## src/rtl/trace_pkg.sv

```systemverilog
// Shared definitions for the execute-stage debug trace.
//
// trace_rec_t is the packed record layout produced by exec_trace_buf and
// consumed by the debug unit. The *_LSB / *_BIT localparams give the same
// layout as flat bit offsets for code that works on raw vectors.
package trace_pkg;

    localparam int TRACE_REC_W = 204;

    localparam int PC_LSB     = 0;
    localparam int RESULT_LSB = 64;
    localparam int BJ_PC_LSB  = 128;
    localparam int RD_LSB     = 192;
    localparam int BJ_EN_BIT  = 197;
    localparam int CAUSE_LSB  = 198;
    localparam int WFI_BIT    = 203;

    // Field order is MSB first, so pc lands in bits [63:0].
    typedef struct packed {
        logic        wfi_op;
        logic [4:0]  cause;
        logic        bj_en;
        logic [4:0]  rd;
        logic [63:0] bj_pc;
        logic [63:0] result;
        logic [63:0] pc;
    } trace_rec_t;

endpackage

```

## src/rtl/trace_ring.sv

```systemverilog
// Circular record store with separate occupancy count.
//
// Ports:
//   clk, rst_n   clock, asynchronous active-low reset
//   clear        synchronous flush of pointers and count
//   push         write wr_data at wr_ptr and advance wr_ptr
//   pop          advance rd_ptr (drop the head)
//   wr_data      record to store
//   rd_data      combinational read of the head entry
//   count        number of occupied entries, 0..DEPTH
//
// The caller guarantees push is never issued while full unless pop is also
// issued in the same cycle, and pop is never issued while empty. An overwrite
// is expressed as push+pop together, which keeps count constant.
module trace_ring #(
    parameter int DEPTH = 16,
    parameter int W     = 204
) (
    input  logic                     clk,
    input  logic                     rst_n,
    input  logic                     clear,
    input  logic                     push,
    input  logic                     pop,
    input  logic [W-1:0]             wr_data,
    output logic [W-1:0]             rd_data,
    output logic [$clog2(DEPTH):0]   count
);

    localparam int AW = $clog2(DEPTH);
    localparam int CW = AW + 1;

    logic [W-1:0]  mem [DEPTH];
    logic [AW-1:0] wr_ptr;
    logic [AW-1:0] rd_ptr;
    logic [CW-1:0] count_q;
    logic [CW-1:0] count_nxt;

    // Occupancy follows push and pop independently; both in one cycle cancel.
    always_comb begin
        count_nxt = count_q;
        if (push && !pop) begin
            count_nxt = count_q + CW'(1);
        end else if (pop && !push) begin
            count_nxt = count_q - CW'(1);
        end
    end

    // Pointers and count; DEPTH is a power of two so pointers wrap naturally.
    always_ff @(posedge clk or negedge rst_n) begin
        if (!rst_n) begin
            wr_ptr  <= '0;
            rd_ptr  <= '0;
            count_q <= '0;
        end else if (clear) begin
            wr_ptr  <= '0;
            rd_ptr  <= '0;
            count_q <= '0;
        end else begin
            if (push) begin
                wr_ptr <= wr_ptr + AW'(1);
            end
            if (pop) begin
                rd_ptr <= rd_ptr + AW'(1);
            end
            count_q <= count_nxt;
        end
    end

    // Storage is deliberately not reset; only the pointers give it meaning.
    always_ff @(posedge clk) begin
        if (push) begin
            mem[wr_ptr] <= wr_data;
        end
    end

    assign rd_data = mem[rd_ptr];
    assign count   = count_q;

endmodule

```

## src/rtl/exec_trace_buf.sv

```systemverilog
// Capture side of the execute-stage debug trace.
//
// Records one entry per accepted execute-stage instruction into a DEPTH-entry
// ring, drained oldest-first by the debug unit over a valid/ready port.
// Capture freezes two cycles after a WFI is recorded so the tail of the trace
// shows the halt point.
//
// Ports:
//   clk, rst_n        clock, asynchronous active-low reset
//   clear             synchronous flush: empties ring, zeroes drop_cnt, unfreezes
//   arm               capture enable level
//   ex_valid, stall   execute stage qualifiers
//   pc, rd, result, cause, bj_en, bj_pc, wfi_op   record fields
//   rd_valid, rd_data, rd_ready   reader handshake (rd_data is the head record)
//   count             occupied entries
//   drop_cnt          records lost or overwritten, saturating
//   frozen            capture halted after WFI
//
// With OVERWRITE=1 a write into a full ring without a pop evicts the head, so
// rd_data can change while rd_valid is high and rd_ready low. This is accepted
// for a debug-only port.
module exec_trace_buf
    import trace_pkg::*;
#(
    parameter int DEPTH     = 16,
    parameter int OVERWRITE = 1
) (
    input  logic                       clk,
    input  logic                       rst_n,
    input  logic                       clear,
    input  logic                       arm,
    input  logic                       ex_valid,
    input  logic                       stall,
    input  logic [63:0]                pc,
    input  logic [4:0]                 rd,
    input  logic [63:0]                result,
    input  logic [4:0]                 cause,
    input  logic                       bj_en,
    input  logic [63:0]                bj_pc,
    input  logic                       wfi_op,
    output logic                       rd_valid,
    output logic [TRACE_REC_W-1:0]     rd_data,
    input  logic                       rd_ready,
    output logic [$clog2(DEPTH):0]     count,
    output logic [15:0]                drop_cnt,
    output logic                       frozen
);

    localparam int   REC_W = TRACE_REC_W;
    localparam int   CW    = $clog2(DEPTH) + 1;
    localparam logic OW_EN = (OVERWRITE != 0);

    logic [REC_W-1:0] wr_rec;
    logic [CW-1:0]    ring_count;
    logic             we;
    logic             pop_req;
    logic             full;
    logic             ring_push;
    logic             ring_pop;
    logic             drop;
    logic             pending;
    logic             halt_q;

    assign we      = arm & ex_valid & ~stall & ~frozen & ~clear;
    assign pop_req = rd_valid & rd_ready & ~clear;
    assign full    = (ring_count == CW'(DEPTH));

    // When full, a pop frees the slot for the new record. Without a pop the
    // record either evicts the head (push+pop on the ring) or is discarded.
    assign ring_push = we & (~full | pop_req | OW_EN);
    assign ring_pop  = pop_req | (we & full & OW_EN);
    assign drop      = we & full & ~pop_req;

    // Pack the record; the branch target is zeroed when no branch is taken.
    always_comb begin
        wr_rec                        = '0;
        wr_rec[PC_LSB +: 64]          = pc;
        wr_rec[RESULT_LSB +: 64]      = result;
        wr_rec[BJ_PC_LSB +: 64]       = bj_en ? bj_pc : 64'h0;
        wr_rec[RD_LSB +: 5]           = rd;
        wr_rec[BJ_EN_BIT]             = bj_en;
        wr_rec[CAUSE_LSB +: 5]        = cause;
        wr_rec[WFI_BIT]               = wfi_op;
    end

    trace_ring #(
        .DEPTH (DEPTH),
        .W     (REC_W)
    ) u_ring (
        .clk     (clk),
        .rst_n   (rst_n),
        .clear   (clear),
        .push    (ring_push),
        .pop     (ring_pop),
        .wr_data (wr_rec),
        .rd_data (rd_data),
        .count   (ring_count)
    );

    // Lost-record counter, held at all-ones once saturated.
    always_ff @(posedge clk or negedge rst_n) begin
        if (!rst_n) begin
            drop_cnt <= '0;
        end else if (clear) begin
            drop_cnt <= '0;
        end else if (drop && (drop_cnt != 16'hFFFF)) begin
            drop_cnt <= drop_cnt + 16'd1;
        end
    end

    // Two-stage WFI delay: the WFI record plus the next two accepted
    // instructions make it in before frozen blocks further writes.
    always_ff @(posedge clk or negedge rst_n) begin
        if (!rst_n) begin
            pending <= 1'b0;
            halt_q  <= 1'b0;
            frozen  <= 1'b0;
        end else if (clear) begin
            pending <= 1'b0;
            halt_q  <= 1'b0;
            frozen  <= 1'b0;
        end else begin
            pending <= we & wfi_op;
            halt_q  <= pending;
            frozen  <= frozen | halt_q;
        end
    end

    assign rd_valid = (ring_count != '0);
    assign count    = ring_count;

endmodule

```

## config.mk

```make
export PLATFORM = sky130hd
export DESIGN_NAME = exec_trace_buf
export DESIGN_NICKNAME = d
export VERILOG_FILES = /design/src/rtl/trace_pkg.sv /design/src/rtl/trace_ring.sv /design/src/rtl/exec_trace_buf.sv
export SDC_FILE = /design/constraint.sdc
export NUM_CORES = 2
export LEC_CHECK = 0
export ABC_CLOCK_PERIOD_IN_PS = 32500
export BUFFER_PORTS_ARGS = -buffer_cell sky130_fd_sc_hd__buf_2
export CORE_ASPECT_RATIO = 0.6
export CORE_MARGIN = 2
export CORE_UTILIZATION = 58
export DETAILED_ROUTE_END_ITERATION = 8
export HOLD_SLACK_MARGIN = 0.08
export PLACE_DENSITY = 0.75
export SYNTH_ARGS = -nofsm -noshare
export SYNTH_HDL_FRONTEND = slang
export SYNTH_SLANG_ARGS = --single-unit
```

## constraint.sdc

```tcl
create_clock -name clk -period 32.5 [get_ports clk]
set_input_delay 9.75 -clock clk [delete_from_list [all_inputs] [get_ports clk]]
set_output_delay 9.75 -clock clk [all_outputs]
set_load 0.05 [all_outputs]
```

* Yosys cells after proc, flatten, opt, wreduce, memory -nomap -nowiden
Memories as Yosys holds them, arrays and structs flattened.
Cells that the tools add are included.
** Word-level totals
- ROM bits :: 0
- RAM bits :: 3264
- Bits in latches :: 0
- Register bits :: 32
- Memories kept :: 1
- Bits of input ports :: 211
** Cells by class
- $lt $le $gt $ge :: 0
- Eq/ne operators :: 2
- Shift-type cells :: 0
- Add/sub/neg operators :: 5
- Bitwise operators :: 15
- Muxes and demuxes :: 15
- Multipliers :: 0
- Divide/modulo/power cells :: 0
- Reduce and logical (&&, ||, !) cells :: 10
** Memory list
- u_ring.mem :: words 16, bits a word 204, rd ports 1, clocked after Yosys merged registers in 0, wr ports 1, line trace_ring.sv:32 : logic [W-1:0] mem [DEPTH];
** Operator list (number)
- $mux W64 :: 1
- $mux W16 :: 2
- $add A16 B1 Y16 const B :: 1
- $mux W4 :: 4
- $ne A16 B16 Y1 const B :: 1
- $mux W5 :: 3
- $and A1 B1 Y1 :: 9
- $add A4 B1 Y4 const B :: 2
- $reduce_bool A2 Y1 :: 3
- $add A5 B1 Y5 const B :: 1
- $eq A5 B5 Y1 const B :: 1
- $mux W1 :: 5
- $reduce_bool A5 Y1 :: 1
- $sub A5 B1 Y5 const B :: 1
- $not A1 Y1 :: 4
- $logic_and A1 B1 Y1 :: 3
- $reduce_bool A3 Y1 :: 1
- $logic_not A1 Y1 :: 2
- $or A1 B1 Y1 :: 2

* Depth between registers and ports, before layout
- Depth after elaboration :: 10
- Depth in mapped cells :: 10
- Depth with buffers taken out :: 10

* By module
From an unflattened synthesis, not the netlist that was laid out.
** Unflattened totals
- Cell total of the unflattened synthesis :: 5255
- Area total of the unflattened synthesis :: 123888.8 sq um
** Modules (own cells, without submodules)
- trace_ring :: times used 1, cells an instance 5072, area each 122411.2 sq um
- exec_trace_buf :: times used 1, cells an instance 183, area each 1477.7 sq um

* Least setup slack after synthesis
Ideal clock, no wire load.
- Kind :: in2reg
- Start point :: input port stall
- End point :: memory u_ring.mem[15][0] (enable)
- Library setup time :: 0.772 ns
- Path slack :: 12.711 ns
- Arrival :: 19.017 ns
- Data required time :: 31.728 ns
- Cell stages on the path :: 4
- Cells stage by stage :: and4bb_2 clkbuf_1 nand2_1 nor2_1
** On the way
- Longest elaborated chain between the ends :: 6
** Ends and longest elaborated chain
- start: declaration :: line exec_trace_buf.sv:33 : input logic stall,
- $not A1 Y1 :: line exec_trace_buf.sv:64 : assign we = arm & ex_valid & ~stall & ~frozen & ~clear;
- $and A1 B1 Y1 (3 in a row) :: line exec_trace_buf.sv:64
- $mux W1 :: line trace_ring.sv:71 : if (push) begin
- $mux W1 (implied by the code) :: line trace_ring.sv:72 : mem[wr_ptr] <= wr_data;
- end: declaration :: line trace_ring.sv:32
Every way passes these cells.

* Worst setup path after layout
- Start point :: register u_ring.rd_ptr[0]
- End point :: output port rd_data[51]
** On the way
- Longest elaborated chain between the ends :: 1
** Ends and longest elaborated chain
- start: declaration :: line trace_ring.sv:34 : logic [AW-1:0] rd_ptr;
- start signal: assignment :: line trace_ring.sv:63 : rd_ptr <= rd_ptr + AW'(1);
- $mem_v2 Z16 W204
- end: declaration :: line exec_trace_buf.sv:42 : output logic [TRACE_REC_W-1:0] rd_data,
Every way passes these cells.

==> flow_metrics.tcl <==
set metrics [dict create \
    post_cts_resized 0 \
    postCtsSetupBuffers 0 \
    pin_count 438 \
    arrival_ns 6.03 \
    avgViaCountPerCell 6.61 \
    drt_iter0_drc 7252 \
    power_uw 9080 \
    finalMaxSlewViolations 0 \
    whs_ns 0.454 \
    fmax_mhz 63.4 \
    postCtsHoldBufs 0 \
    drc_errors 28 \
    fin_crit_ns 15.78 \
    setup_viol_count_final 0 \
    fin_skew_ns 0.0435 \
    place_congestion 0.770 \
    root_buffer "clkbuf_16" \
    cts.clk_slew.worst_paths_ns 0.06 \
    syn_area_um2 124000 \
    syn_avg_cell_area_um2 25.9 \
    p_leak_uw 0.0425 \
    synth_flop_cell "edfxtp_1" \
    dp_hpwl_mm 134 \
    worstSkewPairLatency_ns 0.89 \
    row_count 131 \
    cp.required_ns 22.75 \
    drt_wl_total_mm 279 \
    synth_edf_count 3264 \
    antenna_found_initial 51 \
    tightestPinTransition_ns 1.22 \
    grt_pass1_vias 57372 \
    async_reset_ff_frac 0.00971 \
    yosysTopAreaCellShare 0.788 \
    firstDrtPassIters 8 \
    grt_pass1_wl_mm 402 \
    ys_warn_count 0 \
    syn_inst 4801 \
    grt_max_degree 152 \
    die_h_um 363 \
    synth.net_count 5023 \
    die_area_um2 218000 \
    io_buffers 437 \
    power_density_nw_per_um2 65.1 \
    synthTopCellsByCount "edfxtp_1, mux4_2, clkbuf_1" \
    fin_crit_sh 0.486 \
    area_growth_pct 12.1 \
    status "finished with violations" \
    cts_tree "yes" \
    grt_overflow_total 0 \
    ys_ff_latch 3296 \
    synth_most_common_cell "edfxtp_1" \
    cts_buffers 292 \
    clk_path_buf_depth 4 \
    drive_above_1_share 0.353 \
    synth-seq-area-share 0.795 \
    crit_path_max_fanout 114 \
    crit_type "flip-flop to primary output" \
    vdd_drop_max_mv 0.0507 \
    core_um2 213000 \
    drtAntennaViolNets 0 \
    failed_checks "DRC" \
    cts.sinks 3296 \
    fin_setup_tns_ns 0 \
    wl_per_cell_um 32.8 \
    initial_utilization 0.584 \
    endpoint_kind "primary output" \
    final_util 0.655 \
    max_slew_margin 0.186 \
    rsz0062_at_grt "false" \
    num_vias 56067 \
    synth_area_leaders "edfxtp_1, mux4_2, dfrtp_1, clkbuf_1, buf_2" \
    die_x_um 602 \
    cts_htree_levels 5 \
    synth_top_cell_by_area "edfxtp_1" \
    grtUsageTotal 0.257 \
    hold_violations 0 \
    hp-class "flip-flop to flip-flop" \
    ys_types 45 \
    maxCapViolCount 0 \
    fin_nets 5614 \
    worstSetupStartpointType "flip-flop" \
]
## through the flow
stage / setup WS [ns] / instances / area (um^2)
2_1_floorplan: 12.71 / 4801 / 124000
5_1_grt: 16.13 / 8479 / 139000
3_5_place_dp: 17.40 / 7957 / 130000
6_report: 16.72 / 8487 / 139000
4_1_cts: 16.48 / 8461 / 139000
3_3_place_gp: 17.45 / 7957 / 130000
## power breakdown
part / switching (uW) / internal [uW]
Sequential: 16.9 / 4680
Combinational: 562 / 436
Clock: 1490 / 1900
Total: 2070 / 7010
## layout by cell type (no fill, tap or decap), types with 28 or more instances in the layout
cell	n
edfxtp_1	3264
buf_4	90
nor2_1	33
buf_2	436
dfrtp_1	28
clkbuf_1	66
and2_1	64
mux4_2	1020
clkinv_2	39
clkinv_1	48
clkbuf_16	298
## metal layers
layer  share of wire  vias to the layer above  track usage
met2            0.50                     3075        0.410
li1                -                    22141            -
met3           0.085                      477       0.0451
met5         0.00047                        -            0
met1            0.39                    30352        0.370
met4           0.030                       22       0.0811
## worst max-delay path, stage by stage, from the launching register on
cell	delay, ns
dfrtp_4	1.01
buf_12	0.70
buf_4	0.89
buf_4	0.89
mux4_2	0.61
mux4_2	0.55
buf_2	0.24
## flip-flops by register name, summed over array words and instances (netlist names)
signal         flops
u_ring.mem      3264
u_ring.wr_ptr      4
u_ring.rd_ptr      4
u_ring.count       5
pending            1
halt_q             1
drop_cnt          16
frozen             1
## cell type report
type	count	area (um^2)
flip-flops and latches	3296	98800
inverters	8	30.0
multi-input cells	1255	24600
clock buffers	364	7700
diodes	26	65.1
well taps	2859	3580
fillers	13070	73400
repair buffers	539	3120
clock inverters	140	1460
## path summary, 6_finish.rpt
path / startpoint / endpoint / slack [ns] / cells past startpoint
worst max register to register: frozen / u_ring.mem[8][94] / 27.50 / 7
worst max-delay path: u_ring.rd_ptr[0] / rd_data[51] / 16.72 / 6
min in group asynchronous: rst_n / drop_cnt[7] / 8.97 / 1
worst min-delay path: pending / halt_q / 0.45 / 1
max in group asynchronous: rst_n / u_ring.rd_ptr[1] / 22.97 / 1
worst min register to register: pending / halt_q / 0.45 / 1
## cell families after synthesis
family	Yosys count	share of synthesized area
compound gates	22	0.00120
mux	1028	0.185
buf+inv	250	0.00859
flops	3296	0.795
fa+ha+maj	11	0.00117
xor+xnor	18	0.00127
simple gates	176	0.00767
Note: power is estimated with default switching activity, not from simulation.
